`config.mk`:
```
export PLATFORM = sky130hd
export DESIGN_NAME = as_gpio_arb
export DESIGN_NICKNAME = d
export VERILOG_FILES = /design/src/rtl/as_gpio_arb.sv
export SDC_FILE = /design/constraint.sdc
export NUM_CORES = 1
export LEC_CHECK = 0
export BUFFER_PORTS_ARGS = -buffer_cell sky130_fd_sc_hd__buf_4
export CORE_AREA = 2 2 158 160
export DETAILED_ROUTE_END_ITERATION = 10
export DIE_AREA = 0 0 160 162
export MAX_ROUTING_LAYER = met4
export SETUP_SLACK_MARGIN = 0.02
export SLEW_MARGIN = 10
export SYNTH_ARGS = -nofsm -noshare
export SYNTH_HDL_FRONTEND = slang
export SYNTH_SLANG_ARGS = --single-unit
export TNS_END_PERCENT = 5
```
`constraint.sdc`:
```
create_clock -name clk_i -period 3.15 [get_ports clk_i]
set_input_delay 0.1575 -clock clk_i [delete_from_list [all_inputs] [get_ports clk_i]]
set_output_delay 0.1575 -clock clk_i [all_outputs]
set_load 0.01 [all_outputs]
```
`src/rtl/as_gpio_arb.sv`:
```
// Round-robin arbiter between the core (cpu) and debug (dbg) requesters for the GPIO slave port.
// Optional ack timeout is enabled by defining AS_GPIO_ARB_TIMEOUT_EN.
module as_gpio_arb #(
  parameter int unsigned DW      = 64,
  parameter int unsigned AW      = 3,
  parameter int unsigned TIMEOUT = 16
) (
  input  logic          clk_i,
  input  logic          rstn_i,
  input  logic          cpu_req_i,
  input  logic          cpu_we_i,
  input  logic [AW-1:0] cpu_addr_i,
  input  logic [DW-1:0] cpu_wdata_i,
  output logic          cpu_gnt_o,
  output logic          cpu_rvalid_o,
  output logic [DW-1:0] cpu_rdata_o,
  output logic          cpu_err_o,
  input  logic          dbg_req_i,
  input  logic          dbg_we_i,
  input  logic [AW-1:0] dbg_addr_i,
  input  logic [DW-1:0] dbg_wdata_i,
  output logic          dbg_gnt_o,
  output logic          dbg_rvalid_o,
  output logic [DW-1:0] dbg_rdata_o,
  output logic          dbg_err_o,
  output logic          cs_o,
  output logic          we_o,
  output logic [AW-1:0] addr_o,
  output logic [DW-1:0] wdata_o,
  input  logic [DW-1:0] rdata_i,
  input  logic          ack_i
);

  localparam logic [0:0] StIdle = 1'b0;
  localparam logic [0:0] StBusy = 1'b1;
  localparam logic       IdCpu  = 1'b0;
  localparam logic       IdDbg  = 1'b1;

  if (TIMEOUT < 2 || TIMEOUT > 255) begin : g_bad_timeout
    $error("as_gpio_arb: TIMEOUT must be in 2..255");
  end

  logic [0:0]    state_q, state_d;
  logic          rr_q, rr_d;
  logic          owner_q, owner_d;
  logic          cs_q, cs_d;
  logic          we_q, we_d;
  logic [AW-1:0] addr_q, addr_d;
  logic [DW-1:0] wdata_q, wdata_d;
  logic          cpu_gnt_q, cpu_gnt_d, dbg_gnt_q, dbg_gnt_d;
  logic          cpu_rvalid_q, cpu_rvalid_d, dbg_rvalid_q, dbg_rvalid_d;
  logic [DW-1:0] cpu_rdata_q, cpu_rdata_d, dbg_rdata_q, dbg_rdata_d;
  logic          winner;
  logic          timeout;

  always_comb begin
    state_d      = state_q;
    rr_d         = rr_q;
    owner_d      = owner_q;
    cs_d         = cs_q;
    we_d         = we_q;
    addr_d       = addr_q;
    wdata_d      = wdata_q;
    cpu_gnt_d    = 1'b0;
    dbg_gnt_d    = 1'b0;
    cpu_rvalid_d = 1'b0;
    dbg_rvalid_d = 1'b0;
    cpu_rdata_d  = '0;
    dbg_rdata_d  = '0;

    // On a tie the requester that did not win last time goes first.
    if (cpu_req_i && dbg_req_i) winner = ~rr_q;
    else if (dbg_req_i)         winner = IdDbg;
    else                        winner = IdCpu;

    case (state_q)
      StIdle: begin
        if (cpu_req_i || dbg_req_i) begin
          state_d = StBusy;
          cs_d    = 1'b1;
          owner_d = winner;
          rr_d    = winner;
          if (winner == IdDbg) begin
            we_d      = dbg_we_i;
            addr_d    = dbg_addr_i;
            wdata_d   = dbg_wdata_i;
            dbg_gnt_d = 1'b1;
          end else begin
            we_d      = cpu_we_i;
            addr_d    = cpu_addr_i;
            wdata_d   = cpu_wdata_i;
            cpu_gnt_d = 1'b1;
          end
        end
      end
      StBusy: begin
        if (ack_i || timeout) begin
          state_d = StIdle;
          cs_d    = 1'b0;
          we_d    = 1'b0;
          addr_d  = '0;
          wdata_d = '0;
          // Writes and timeouts return zero data.
          if (owner_q == IdDbg) begin
            dbg_rvalid_d = 1'b1;
            if (ack_i && !we_q) dbg_rdata_d = rdata_i;
          end else begin
            cpu_rvalid_d = 1'b1;
            if (ack_i && !we_q) cpu_rdata_d = rdata_i;
          end
        end
      end
      default: state_d = StIdle;
    endcase
  end

  always_ff @(posedge clk_i or negedge rstn_i) begin
    if (!rstn_i) begin
      state_q      <= StIdle;
      rr_q         <= IdDbg;
      owner_q      <= IdCpu;
      cs_q         <= 1'b0;
      we_q         <= 1'b0;
      addr_q       <= '0;
      wdata_q      <= '0;
      cpu_gnt_q    <= 1'b0;
      dbg_gnt_q    <= 1'b0;
      cpu_rvalid_q <= 1'b0;
      dbg_rvalid_q <= 1'b0;
      cpu_rdata_q  <= '0;
      dbg_rdata_q  <= '0;
    end else begin
      state_q      <= state_d;
      rr_q         <= rr_d;
      owner_q      <= owner_d;
      cs_q         <= cs_d;
      we_q         <= we_d;
      addr_q       <= addr_d;
      wdata_q      <= wdata_d;
      cpu_gnt_q    <= cpu_gnt_d;
      dbg_gnt_q    <= dbg_gnt_d;
      cpu_rvalid_q <= cpu_rvalid_d;
      dbg_rvalid_q <= dbg_rvalid_d;
      cpu_rdata_q  <= cpu_rdata_d;
      dbg_rdata_q  <= dbg_rdata_d;
    end
  end

`ifdef AS_GPIO_ARB_TIMEOUT_EN
  localparam logic [7:0] TimeoutCnt = 8'(TIMEOUT);

  logic [7:0] cnt_q, cnt_d;
  logic       cpu_err_q, dbg_err_q;

  // cnt_q holds the index (from 1) of the current BUSY cycle.
  assign timeout = (state_q == StBusy) && !ack_i && (cnt_q == TimeoutCnt);

  always_comb begin
    cnt_d = '0;
    if (state_q == StBusy && !ack_i && !timeout)           cnt_d = cnt_q + 8'd1;
    else if (state_q == StIdle && (cpu_req_i || dbg_req_i)) cnt_d = 8'd1;
  end

  always_ff @(posedge clk_i or negedge rstn_i) begin
    if (!rstn_i) begin
      cnt_q     <= '0;
      cpu_err_q <= 1'b0;
      dbg_err_q <= 1'b0;
    end else begin
      cnt_q     <= cnt_d;
      cpu_err_q <= timeout && (owner_q == IdCpu);
      dbg_err_q <= timeout && (owner_q == IdDbg);
    end
  end

  assign cpu_err_o = cpu_err_q;
  assign dbg_err_o = dbg_err_q;
`else
  assign timeout   = 1'b0;
  assign cpu_err_o = 1'b0;
  assign dbg_err_o = 1'b0;
`endif

  assign cs_o         = cs_q;
  assign we_o         = we_q;
  assign addr_o       = addr_q;
  assign wdata_o      = wdata_q;
  assign cpu_gnt_o    = cpu_gnt_q;
  assign dbg_gnt_o    = dbg_gnt_q;
  assign cpu_rvalid_o = cpu_rvalid_q;
  assign dbg_rvalid_o = dbg_rvalid_q;
  assign cpu_rdata_o  = cpu_rdata_q;
  assign dbg_rdata_o  = dbg_rdata_q;

endmodule

```
==> reports/qor.json <==
{
  "n_antenna_cell": {"value": 0},
  "totalPowerFinal": {"value": 7.045, "unit": "mW"},
  "die_w": {"value": 160, "unit": "um"},
  "die_h": {"value": 162, "unit": "um"},
  "static-leakage-power": {"value": 7.034, "unit": "nW"},
  "place.gp.congestion": {"value": 0.8284},
  "wirelength": {"value": 26.94, "unit": "mm"},
  "number_of_iterations_in_the_first_detailed_routing_pass": {"value": 4},
  "crit_path_max_incr_delay": {"value": 560, "unit": "ps"},
  "period_minus_slack": {"value": 2468, "unit": "ps"},
  "synth.area.top_cells": {"value": "sky130_fd_sc_hd__dfrtp_1 67%, sky130_fd_sc_hd__and3_1 11%, sky130_fd_sc_hd__a221o_1 8.7%"},
  "placeableCoreArea": {"value": 24110, "unit": "sq um"},
  "finClkSkew": {"value": 25.39, "unit": "ps"},
  "hold_path_depth": {"value": 3},
  "ys_seq_elements": {"value": 204},
  "clkSinkCount": {"value": 204},
  "rows": {"value": 57},
  "worst_ep_arrival_time": {"value": 2860, "unit": "ps"},
  "synth_enable_flop_cells": {"value": 0},
  "chain_of_cells_forming_the_critical_path": {"value": "a21bo_2 -> buf_4 -> nor3b_2 -> a221o_1 -> dlygate4sd3_1"},
  "cp.required": {"value": 3540, "unit": "ps"},
  "cts-resized-gates": {"value": 0},
  "initial_core_utilization": {"value": 31.48, "unit": "%"},
  "overflow": {"value": 0},
  "netlist_top_cells_count": {"value": "203 x sky130_fd_sc_hd__dfrtp_1, 129 x sky130_fd_sc_hd__and3_1, 66 x sky130_fd_sc_hd__a221o_1"},
  "number_of_drc_markers_in_iteration_0": {"value": 531},
  "ctsHtreeMaxLevel": {"value": 1},
  "syn_area": {"value": 7589, "unit": "sq um"},
  "synth.most_common_cell": {"value": "sky130_fd_sc_hd__dfrtp_1"},
  "timing.setup.tns": {"value": 0, "unit": "ps"},
  "post_synth.cell_area_avg": {"value": 13.90, "unit": "sq um"},
  "synthDistinctLibCells": {"value": 24},
  "synthArstFlopShare": {"value": 100.0, "unit": "%"},
  "timing.critical_path.slowest_stage_cell": {"value": "sky130_fd_sc_hd__dlygate4sd3_1"},
  "critical_hold_path_startpoint": {"value": "dbg_wdata_i[54]"},
  "cell_depth_of_the_worst_flop_to_flop_path": {"value": 5},
  "power_switching_share": {"value": 26.29, "unit": "%"},
  "timing.hold.worst_endpoint": {"value": "wdata_o[54]"},
  "num_vias": {"value": 6740},
  "clk_pin_slew": {"value": 60, "unit": "ps"},
  "maximum_number_of_pins_on_one_net_before_global_route_repair": {"value": 83},
  "ys_dominant_reg_cell": {"value": "sky130_fd_sc_hd__dfrtp_1"},
  "share_of_post_route_cells_with_drive_strength_above_1": {"value": 43.65, "unit": "%"},
  "seq_area_frac_synth": {"value": 67.29, "unit": "%"},
  "cell_type_contributing_the_most_total_cell_area_after_synthesis": {"value": "sky130_fd_sc_hd__dfrtp_1"},
  "cap_violations": {"value": 0},
  "grt_pass1_wl": {"value": 41.34, "unit": "mm"},
  "max_clock_freq": {"value": 405.2, "unit": "MHz"},
  "synth.top_cell.area_share": {"value": 66.94, "unit": "%"},
  "outcome": {"value": "complete, no violations"},
  "number_of_buffers_inserted_by_post_cts_setup_repair": {"value": 0},
  "slew_violations": {"value": 0},
  "clk_latency": {"value": 530, "unit": "ps"},
  "syn2layout_area_growth": {"value": 72.09, "unit": "%"},
  "power.density_cell_area": {"value": 539.4, "unit": "nW/um^2"},
  "numPortBuffers": {"value": 405},
  "timing.final.crit_share": {"value": 78.34, "unit": "%"},
  "combinational_power_share": {"value": 19.2, "unit": "%"},
  "post_drt_wl_per_cell": {"value": 19.11, "unit": "um"},
  "synth.yosys.warnings": {"value": 0},
  "design.portCount": {"value": 408},
  "hp-class": {"value": "in2reg"},
  "syn_inst": {"value": 546},
  "cts_buffers": {"value": 24},
  "timing.critical_path.from_type": {"value": "register"},
  "critical_path.reg2reg.startpoint": {"value": "rr_q"},
  "grt_setup_unrepaired": {"value": "false"},
  "first_global_vias": {"value": 7121},
  "finish.net_count": {"value": 1274},
  "internal_power": {"value": 5.193, "unit": "mW"},
  "route.detailed.vias_per_inst": {"value": 4.780},
  "seq_power_share": {"value": 41.7, "unit": "%"},
  "tritoncts_clock_tree": {"value": "done"},
  "rr_endpoint": {"value": "wdata_o[55]"},
  "clock_tree.buffer_depth": {"value": 3},
  "critical_path_cell_count": {"value": 5},
  "crit_path_max_fanout": {"value": 30},
  "antenna_found_initial": {"value": 0},
  "dp_hpwl": {"value": 17.71, "unit": "mm"},
  "root_buf_cell": {"value": "sky130_fd_sc_hd__clkbuf_16"},
  "clock_power_share": {"value": 39.1, "unit": "%"},
  "cp_top_family": {"value": "buffers and inverters"},
  "transition_time_of_the_tightest_slew_check_pin": {"value": 799.1, "unit": "ps"},
  "antenna_left": {"value": 0},
  "setup_viol": {"value": 0},
  "gr-usage-all-layers": {"value": 20.77, "unit": "%"},
  "net-switching-power": {"value": 1.852, "unit": "mW"},
  "peakVddDrop": {"value": 0.4128, "unit": "mV"},
  "finalHoldViolations": {"value": 0},
  "max_transition_margin": {"value": 46.73, "unit": "%"},
  "fp.dieArea": {"value": 25920, "unit": "sq um"},
  "drc_errors": {"value": 0},
  "r2r_setup_slack": {"value": 680, "unit": "ps"},
  "endpoint_kind": {"value": "register"},
  "crit_buf_inv": {"value": 2},
  "critical_path_class": {"value": "reg2reg"}
}
[timing repair]
action	4_1_cts	5_1_grt
hold endpoints to repair	245	0
hold buffers	139	0
endpoints found under the setup margin	0	0
[worst register-to-register path, delay by kind of cell (launching register included)]
kind | cells | cell delay (ps)
and+or+nand+nor | 1 | 100
buffers and inverters | 2 | 1020
AOI/OAI and AO/OA | 2 | 690
DFF | 1 | 540
[worst max-delay path by stage]
| stage | startpoint | endpoint | slack [ps] |
|---|---|---|---|
| floorplan | rr_q | wdata_o[48] | 1740 |
| global placement | rr_q | we_o | 1040 |
| detailed placement | rr_q | we_o | 1070 |
| CTS | rr_q | wdata_o[55] | 700 |
| global route | rr_q | wdata_o[52] | 570 |
| finish | rr_q | wdata_o[55] | 680 |
[metal layers]
| layer | share of wire [%] | global-route usage (%) |
|---|---|---|
| met5 | 0 | - |
| met4 | 3.8 | 7.576 |
| met3 | 9.0 | 6.256 |
| met2 | 48 | 33.04 |
| met1 | 39 | 25.20 |
[per-stage QoR]
step / util [%] / hold WS [ps] / worst slack, ps / instance area, sq um / instances
after floorplan: - / -138.1 / 1739 / 7592 / 547
after global routing: 54.17 / 25.27 / 565.6 / 13060 / 1410
after detailed placement: 45.07 / 150.0 / 1069 / 10860 / 1228
after CTS: 54.17 / 6.004 / 695.6 / 13060 / 1410
after global placement: 45.07 / 146.6 / 1037 / 10860 / 1228
final: 54.17 / 21.69 / 682.3 / 13060 / 1410
[cell families (layout without fill, tap and decap cells)]
group           count (synthesis)  after routing  synth area share [%]
compound gates                 74             74                 9.530
buf+inv                        61            600                 4.435
flops                         204            204                 67.29
mux                             2              2                0.2638
other cells                     1              2               0.04942
simple gates                  204            204                 18.43
[registers in the layout, summed over array words and instances, names as in the netlist, 3 cells and up]
name         count
cpu_rdata_o     64
dbg_rdata_o     64
wdata_o         64
addr_o           3
[power groups by stage]
| stage | sequential (mW) | combinational (mW) | clock (mW) |
|---|---|---|---|
| after floorplan | 3.06 | 0.414 | 0 |
| after global placement | 2.97 | 1.21 | 0 |
| after detailed placement | 2.98 | 1.21 | 0 |
| after CTS | 2.93 | 1.36 | 2.83 |
| after global routing | 2.95 | 1.45 | 2.95 |
| final | 2.94 | 1.35 | 2.76 |
[layout make-up]
class                      count  area (sq um)
clock buffer                  36         715.7
tap                          324         405.4
timing repair buffer         556          4566
sequential                   204          5107
inverter                       1         3.754
clock inverter                 7         87.58
fill                        2027         11050
multi-input combinational    282          2173
[cell usage in the layout (no fill, tap or decap), types with 2 or more instances in the layout]
master	count
sky130_fd_sc_hd__clkbuf_1	5
sky130_fd_sc_hd__nand2_1	3
sky130_fd_sc_hd__o2bb2ai_1	2
sky130_fd_sc_hd__a21o_1	2
sky130_fd_sc_hd__mux2i_1	2
sky130_fd_sc_hd__buf_4	413
sky130_fd_sc_hd__nor2_4	2
sky130_fd_sc_hd__nor3b_1	56
sky130_fd_sc_hd__buf_12	3
sky130_fd_sc_hd__dfrtp_1	202
sky130_fd_sc_hd__a221o_1	66
sky130_fd_sc_hd__nor3b_2	10
sky130_fd_sc_hd__clkinv_2	4
sky130_fd_sc_hd__dlygate4sd3_1	139
sky130_fd_sc_hd__clkbuf_8	8
sky130_fd_sc_hd__and3_1	128
sky130_fd_sc_hd__clkbuf_16	24
sky130_fd_sc_hd__conb_1	2
(Power assumes the default switching activity.)
